File: src/rtl/game_ctrl_pkg.sv
// Shared constants for the game controller: state encoding, default parameters, row-width helper.
package game_ctrl_pkg;

  localparam int unsigned DEF_ROWS            = 20;
  localparam int unsigned DEF_LOCK_CYCLES     = 8;
  localparam int unsigned DEF_DROP_BASE       = 1000;
  localparam int unsigned DEF_DROP_STEP       = 50;
  localparam int unsigned DEF_DROP_MIN        = 100;
  localparam int unsigned DEF_LINES_PER_LEVEL = 10;
  localparam int unsigned DEF_MAX_LEVEL       = 15;
  localparam int unsigned DEF_LINES_W         = 16;

  localparam int unsigned STATE_W = 3;
  localparam int unsigned LEVEL_W = 4;
  localparam int unsigned LOCK_W  = 8;

  typedef enum logic [STATE_W-1:0] {
    ST_NEWBOARD = 3'd0,
    ST_GEN      = 3'd1,
    ST_MOVE     = 3'd2,
    ST_LAND     = 3'd3,
    ST_CLEAR    = 3'd4,
    ST_GAMEOVER = 3'd5,
    ST_PAUSE    = 3'd6
  } state_t;

  // Row index width; never below one bit so tiny boards still get a usable index.
  function automatic int unsigned row_w(input int unsigned rows);
    return (rows > 2) ? $clog2(rows) : 1;
  endfunction

endpackage

File: src/rtl/game_ctrl_fsm_gravity_timer.sv
// Gravity timer: level-scaled drop period, latched at piece entry, with clear/run control.
module gravity_timer
  import game_ctrl_pkg::*;
#(
  parameter int unsigned DROP_BASE = DEF_DROP_BASE,
  parameter int unsigned DROP_STEP = DEF_DROP_STEP,
  parameter int unsigned DROP_MIN  = DEF_DROP_MIN
) (
  input  logic               clka,
  input  logic               restart,
  input  logic               i_clear,
  input  logic               i_run,
  input  logic [LEVEL_W-1:0] i_level,
  output logic               o_drop_tick
);

  localparam int unsigned FLOOR = (DROP_MIN == 0) ? 1 : DROP_MIN;
  localparam int unsigned PMAX  = (DROP_BASE > FLOOR) ? DROP_BASE : FLOOR;
  localparam int unsigned CNT_W = $clog2(PMAX + 1);

  logic [CNT_W-1:0] r_cnt;
  logic [CNT_W-1:0] r_period;
  logic [CNT_W-1:0] w_period;
  logic             r_tick;
  int unsigned      w_reduce;

  // Subtraction guarded so a high level clips to the floor instead of wrapping.
  always_comb begin
    w_reduce = 32'(i_level) * DROP_STEP;
    if ((DROP_BASE > w_reduce) && ((DROP_BASE - w_reduce) > FLOOR)) begin
      w_period = CNT_W'(DROP_BASE - w_reduce);
    end else begin
      w_period = CNT_W'(FLOOR);
    end
  end

  always_ff @(posedge clka) begin
    if (restart) begin
      r_cnt    <= '0;
      r_period <= CNT_W'(PMAX);
      r_tick   <= 1'b0;
    end else if (i_clear) begin
      r_cnt    <= '0;
      r_period <= w_period;
      r_tick   <= 1'b0;
    end else if (i_run) begin
      if (r_cnt >= r_period - CNT_W'(1)) begin
        r_cnt  <= '0;
        r_tick <= 1'b1;
      end else begin
        r_cnt  <= r_cnt + CNT_W'(1);
        r_tick <= 1'b0;
      end
    end else begin
      r_tick <= 1'b0;
    end
  end

  assign o_drop_tick = r_tick;

endmodule

File: src/rtl/game_ctrl_fsm.sv
// Tetris game controller: spawn, gravity, lock delay, row clearing, levels and game over.
// Optional pause (pause_btn input, PAUSE state) enabled by defining GAME_CTRL_PAUSE_EN.
module game_ctrl_fsm
  import game_ctrl_pkg::*;
#(
  parameter int unsigned ROWS            = DEF_ROWS,
  parameter int unsigned LOCK_CYCLES     = DEF_LOCK_CYCLES,
  parameter int unsigned DROP_BASE       = DEF_DROP_BASE,
  parameter int unsigned DROP_STEP       = DEF_DROP_STEP,
  parameter int unsigned DROP_MIN        = DEF_DROP_MIN,
  parameter int unsigned LINES_PER_LEVEL = DEF_LINES_PER_LEVEL,
  parameter int unsigned MAX_LEVEL       = DEF_MAX_LEVEL,
  parameter int unsigned LINES_W         = DEF_LINES_W,
  localparam int unsigned ROW_W          = row_w(ROWS)
) (
  input  logic               clka,
  input  logic               restart,
  input  logic               gen_ack,
  input  logic               spawn_blocked,
  input  logic               placed,
  input  logic               row_full,
  input  logic               clear_ack,
`ifdef GAME_CTRL_PAUSE_EN
  input  logic               pause_btn,
`endif
  output logic [STATE_W-1:0] state,
  output logic               gen_req,
  output logic               drop_tick,
  output logic               land,
  output logic [ROW_W-1:0]   row_sel,
  output logic               clear_req,
  output logic [LINES_W-1:0] lines_total,
  output logic [LEVEL_W-1:0] level
);

  localparam int unsigned LIL_W = $clog2(LINES_PER_LEVEL + 1);

  state_t             r_state;
  logic               r_gen_req;
  logic               r_land;
  logic               r_clear_req;
  logic [ROW_W-1:0]   r_row_sel;
  logic [LINES_W-1:0] r_lines;
  logic [LEVEL_W-1:0] r_level;
  logic [LIL_W-1:0]   r_lil;
  logic [LOCK_W-1:0]  r_lock;
  logic               w_grav_clear;
  logic               w_grav_run;
  logic               w_pause_rise;

`ifdef GAME_CTRL_PAUSE_EN
  logic r_pause_d;

  always_ff @(posedge clka) begin
    if (restart) r_pause_d <= 1'b0;
    else         r_pause_d <= pause_btn;
  end

  assign w_pause_rise = pause_btn & ~r_pause_d;
`else
  assign w_pause_rise = 1'b0;
`endif

  assign w_grav_clear = (r_state == ST_GEN) && gen_ack && !spawn_blocked;
  assign w_grav_run   = (r_state == ST_MOVE) && !w_pause_rise;

  gravity_timer #(
    .DROP_BASE (DROP_BASE),
    .DROP_STEP (DROP_STEP),
    .DROP_MIN  (DROP_MIN)
  ) u_gravity (
    .clka        (clka),
    .restart     (restart),
    .i_clear     (w_grav_clear),
    .i_run       (w_grav_run),
    .i_level     (r_level),
    .o_drop_tick (drop_tick)
  );

  always_ff @(posedge clka) begin
    if (restart) begin
      r_state     <= ST_NEWBOARD;
      r_gen_req   <= 1'b0;
      r_land      <= 1'b0;
      r_clear_req <= 1'b0;
      r_row_sel   <= ROW_W'(ROWS - 1);
      r_lines     <= '0;
      r_level     <= '0;
      r_lil       <= '0;
      r_lock      <= '0;
    end else begin
      r_land <= 1'b0;
      case (r_state)
        ST_NEWBOARD: begin
          r_state   <= ST_GEN;
          r_gen_req <= 1'b1;
        end
        ST_GEN: begin
          if (gen_ack) begin
            r_gen_req <= 1'b0;
            r_lock    <= '0;
            r_state   <= spawn_blocked ? ST_GAMEOVER : ST_MOVE;
          end
        end
        ST_MOVE: begin
          // Lock fires on the LOCK_CYCLES-th consecutive placed cycle.
          if (w_pause_rise) begin
`ifdef GAME_CTRL_PAUSE_EN
            r_state <= ST_PAUSE;
`endif
          end else if (placed) begin
            if (r_lock == LOCK_W'(LOCK_CYCLES - 1)) begin
              r_state <= ST_LAND;
              r_land  <= 1'b1;
              r_lock  <= '0;
            end else begin
              r_lock <= r_lock + LOCK_W'(1);
            end
          end else begin
            r_lock <= '0;
          end
        end
        ST_LAND: begin
          r_state   <= ST_CLEAR;
          r_row_sel <= ROW_W'(ROWS - 1);
        end
        ST_CLEAR: begin
          // After a delete the same row is rescanned since upper rows shifted into it.
          if (r_clear_req) begin
            if (clear_ack) begin
              r_clear_req <= 1'b0;
              if (r_lines != '1) r_lines <= r_lines + LINES_W'(1);
              if (r_lil == LIL_W'(LINES_PER_LEVEL - 1)) begin
                r_lil <= '0;
                if (r_level != LEVEL_W'(MAX_LEVEL)) r_level <= r_level + LEVEL_W'(1);
              end else begin
                r_lil <= r_lil + LIL_W'(1);
              end
            end
          end else if (row_full) begin
            r_clear_req <= 1'b1;
          end else if (r_row_sel != '0) begin
            r_row_sel <= r_row_sel - ROW_W'(1);
          end else begin
            r_state   <= ST_GEN;
            r_gen_req <= 1'b1;
          end
        end
        ST_GAMEOVER: begin
          r_state <= ST_GAMEOVER;
        end
`ifdef GAME_CTRL_PAUSE_EN
        ST_PAUSE: begin
          if (w_pause_rise) r_state <= ST_MOVE;
        end
`endif
        default: begin
          r_state <= ST_NEWBOARD;
        end
      endcase
    end
  end

  assign state       = r_state;
  assign gen_req     = r_gen_req;
  assign land        = r_land;
  assign row_sel     = r_row_sel;
  assign clear_req   = r_clear_req;
  assign lines_total = r_lines;
  assign level       = r_level;

endmodule

File: config.mk
export PLATFORM = sky130hd
export DESIGN_NAME = game_ctrl_fsm
export DESIGN_NICKNAME = d
export VERILOG_FILES = /design/src/rtl/game_ctrl_pkg.sv /design/src/rtl/game_ctrl_fsm_gravity_timer.sv /design/src/rtl/game_ctrl_fsm.sv
export SDC_FILE = /design/constraint.sdc
export NUM_CORES = 1
export LEC_CHECK = 0
export CORE_MARGIN = 5
export CORE_UTILIZATION = 50
export DETAILED_ROUTE_END_ITERATION = 8
export PLACE_DENSITY = 0.72
export REMOVE_ABC_BUFFERS = 1
export SYNTH_ARGS = -nofsm -noshare
export SYNTH_HDL_FRONTEND = slang
export SYNTH_SLANG_ARGS = --single-unit
export TNS_END_PERCENT = 10
File: constraint.sdc
create_clock -name clka -period 3 [get_ports clka]
set_clock_uncertainty 0.15 [all_clocks]
set_input_delay 0.6 -clock clka [delete_from_list [all_inputs] [get_ports clka]]
set_output_delay 0.6 -clock clka [all_outputs]
set_load 0.005 [all_outputs]
==> reports/qor.yml <==
outcome: "finished clean"
antennaDiodeCount: 0
crit_fanout: 6
switching_share_pct: 21.7
coreArea_sq_um: 6910
gr-usage-met1_pct: 22.9
clkPwrFrac_pct: 44.9
yosysSeqAreaShare_pct: 35.1
cts_buffers: 9
routedWlPerCell_microns: 13.4
holdWs_ns: 0.347
share_comb_of_total_power_pct: 5.9
drt_iter0_markers: 125
postCtsSetupRepairBufs: 0
fmax_mhz: 354
antenna_found_initial: 0
p_total_w: 0.00176
hp-class: "flip-flop to flip-flop"
initial_core_util_pct: 52.0
use_met3_pct: 4.78
viasPerCell: 5.39
syn_to_final_growth_pct: 20.7
clk_latency_ns: 0.33
p_leak_nw: 1.73
ctsResizeCount: 0
firstDrtPassIters: 4
synth_ff_type: "dfxtp_1"
port_buffers: 38
synth_seq_cells: 63
yosysTopAreaCellShare_pct: 35.1
tightest_slew_ns: 0.595
start_kind: "flip-flop"
io_pins: 39
dp_slack_ns: 0.164
nets: 496
synthesis.area_sq_um: 3590
hold_violations: 0
async_reset_ff_share_pct: 0
worst_slew_margin_rel_pct: 60.4
p_sw_w: 0.000383
row_count: 30
synth.distinct_cells: 61
clkSinkCount: 63
met2_usage_pct: 30.1
seqPwrFrac_pct: 49.2
setup_ws_ns: 0.176
gr-total-overflow: 0
grt_pass1_wl_mm: 13.2
final_antenna_net_count: 0
remaining_drc_errors: 0
syn_area_per_cell_sq_um: 8.58
htree_levels: 3
synthTopCellsByArea: "dfxtp_1 (35%), ha_1 (9.8%), nor2_1 (5.5%), xor2_1 (5.1%), xnor2_1 (4.9%)"
routed_wl_mm: 7.49
maxSlewViolCount: 0
synth_top_area_cell: "dfxtp_1"
ir_worst_vdd_v: 0.000269
clockBufferDepth: 2
dp_hpwl_mm: 5.48
path_class: "flip-flop to flip-flop"
grt_pass1_vias: 2938
p_int_w: 0.00138
finalSetupViolCount: 0
postLayoutCoreUtil_pct: 62.7
cap_violations: 0
hold_buffers: 0
power_density_nw_per_um2: 407
gp_congestion: 0.787
drive_above_1_share_pct: 9.25
root_buffer: "clkbuf_8"
routed-via-count: 3025
finalCritPeriodShare_pct: 94.1
yosysWarnings: 0
cts_tree: "done"
cp.arrival_ns: 2.92
required_ns: 3.09
die_area_sq_um: 8970
rsz0062_at_grt: "yes"
syn-instance-count: 418
design_area_sq_um: 4330
place_area_sq_um: 4080
grt_max_degree: 33
die_width_microns: 94.7
clk_pin_slew_ns: 0.06
die_h_microns: 94.7
grt.total_usage_pct: 18.1
synth_edf_count: 0
finalCriticalPeriod_ns: 2.82
grt_busiest_layer: "met2"
endpoint_kind: "flip-flop"
## layer usage
layer  share of wire, %  vias to the layer above
met2                 48                       38
met5                  0                        -
met1                 49                     1409
met4               0.83                        0
li1                   -                     1572
met3                2.9                        6
## state kept, by name, summed over array words and instances, names as in the netlist
signal and flops:
clear_req 1, gen_req 1, land 1, level 4, lines_total 16, r_lil 4, r_lock 8, row_sel 5
state 3, u_gravity.o_drop_tick 1, u_gravity.r_cnt 10, u_gravity.r_period 9
## placed cells by master (no fill, tap or decap), types with 3 or more instances in the layout
cell type	instances
o21ai_1	4
xnor2_1	20
dfxtp_1	61
or4_1	4
buf_4	7
o21ai_0	10
nor3_1	16
inv_1	14
o211ai_1	4
xor2_1	20
nand4_1	4
nand3_1	15
nor4b_1	3
nand3b_1	3
a21oi_1	28
or3_1	5
nand2b_1	9
o21bai_1	3
clkbuf_8	10
nor2b_1	4
nand2_1	28
and3_1	11
ha_1	27
nor3b_1	5
clkdlybuf4s50_1	37
nor2_1	52
## per-stage QoR
stage | setup TNS [ns] | instances
2_1_floorplan | 0 | 405
3_3_place_gp | 0 | 546
3_5_place_dp | 0 | 546
4_1_cts | 0 | 561
5_1_grt | -0.0135 | 561
6_report | 0 | 561
## power groups by stage
stage	Clock (W)	Combinational [W]	Sequential, W
after detailed placement	0	0.000103	0.000885
after floorplan	0	0.0000537	0.000881
after global routing	0.000863	0.000117	0.000868
after global placement	0	0.000102	0.000885
final	0.000792	0.000104	0.000867
after CTS	0.000815	0.000103	0.000866
## synth_stat cells (4+ instances only)
| library cell | instances |
|---|---|
| dfxtp_1 | 63 |
| nor2_1 | 53 |
| a21oi_1 | 28 |
| ha_1 | 28 |
| nand2_1 | 28 |
| xor2_1 | 21 |
| xnor2_1 | 20 |
| nor3_1 | 16 |
| nand3_1 | 15 |
| inv_1 | 14 |
| and3_1 | 11 |
| o21ai_0 | 10 |
| clkbuf_1 | 9 |
| nand2b_1 | 9 |
| nor3b_1 | 5 |
| or3_1 | 5 |
| nand4_1 | 4 |
| nor2b_1 | 4 |
| nor4_1 | 4 |
| o211ai_1 | 4 |
| o21ai_1 | 4 |
| or4_1 | 4 |
## critical path: stages, from the launching register on
cell and delay (ns):
dfxtp_2 0.38, inv_1 0.07, ha_1 0.28, inv_1 0.04, ha_1 0.32, a31o_2 0.28
a31oi_1 0.20, xnor2_1 0.20, o311ai_1 0.18, or3_1 0.39, a221oi_2 0.24
## final timing paths
check | cells after the start | slack [ns] | startpoint | end
setup / recovery | 10 | 0.18 | level[1]$_SDFFE_PP0P_ | u_gravity.r_period[2]$_SDFFE_PP0P_
hold / removal | 2 | 0.35 | u_gravity.r_cnt[1]$_SDFFE_PP0P_ | u_gravity.r_cnt[1]$_SDFFE_PP0P_
setup reg to reg | 10 | 0.18 | level[1]$_SDFFE_PP0P_ | u_gravity.r_period[2]$_SDFFE_PP0P_
hold reg to reg | 2 | 0.35 | u_gravity.r_cnt[1]$_SDFFE_PP0P_ | u_gravity.r_cnt[1]$_SDFFE_PP0P_
## kinds of logic (layout without fill, tap and decap cells)
| group | Yosys count | after routing | synth area share [%] |
|---|---|---|---|
| buffers and inverters | 28 | 75 | 3.21 |
| AO/OA/AOI/OAI | 76 | 76 | 14.3 |
| XOR/XNOR | 41 | 41 | 10.0 |
| flip-flops | 63 | 63 | 35.1 |
| multiplexers | 3 | 3 | 0.872 |
| AND/OR/NAND/NOR | 179 | 179 | 26.7 |
| adder cells (fa/ha/maj) | 28 | 28 | 9.76 |
## area by class of cell
type | instances | area [sq um]
clock buffers | 11 | 141
clock inverters | 4 | 70.1
fillers | 626 | 2570
inverters | 15 | 56.3
multi-input cells | 327 | 2250
flip-flops and latches | 63 | 1260
well taps | 96 | 120
repair buffers | 45 | 428
Power figures use the tool's default switching activity.
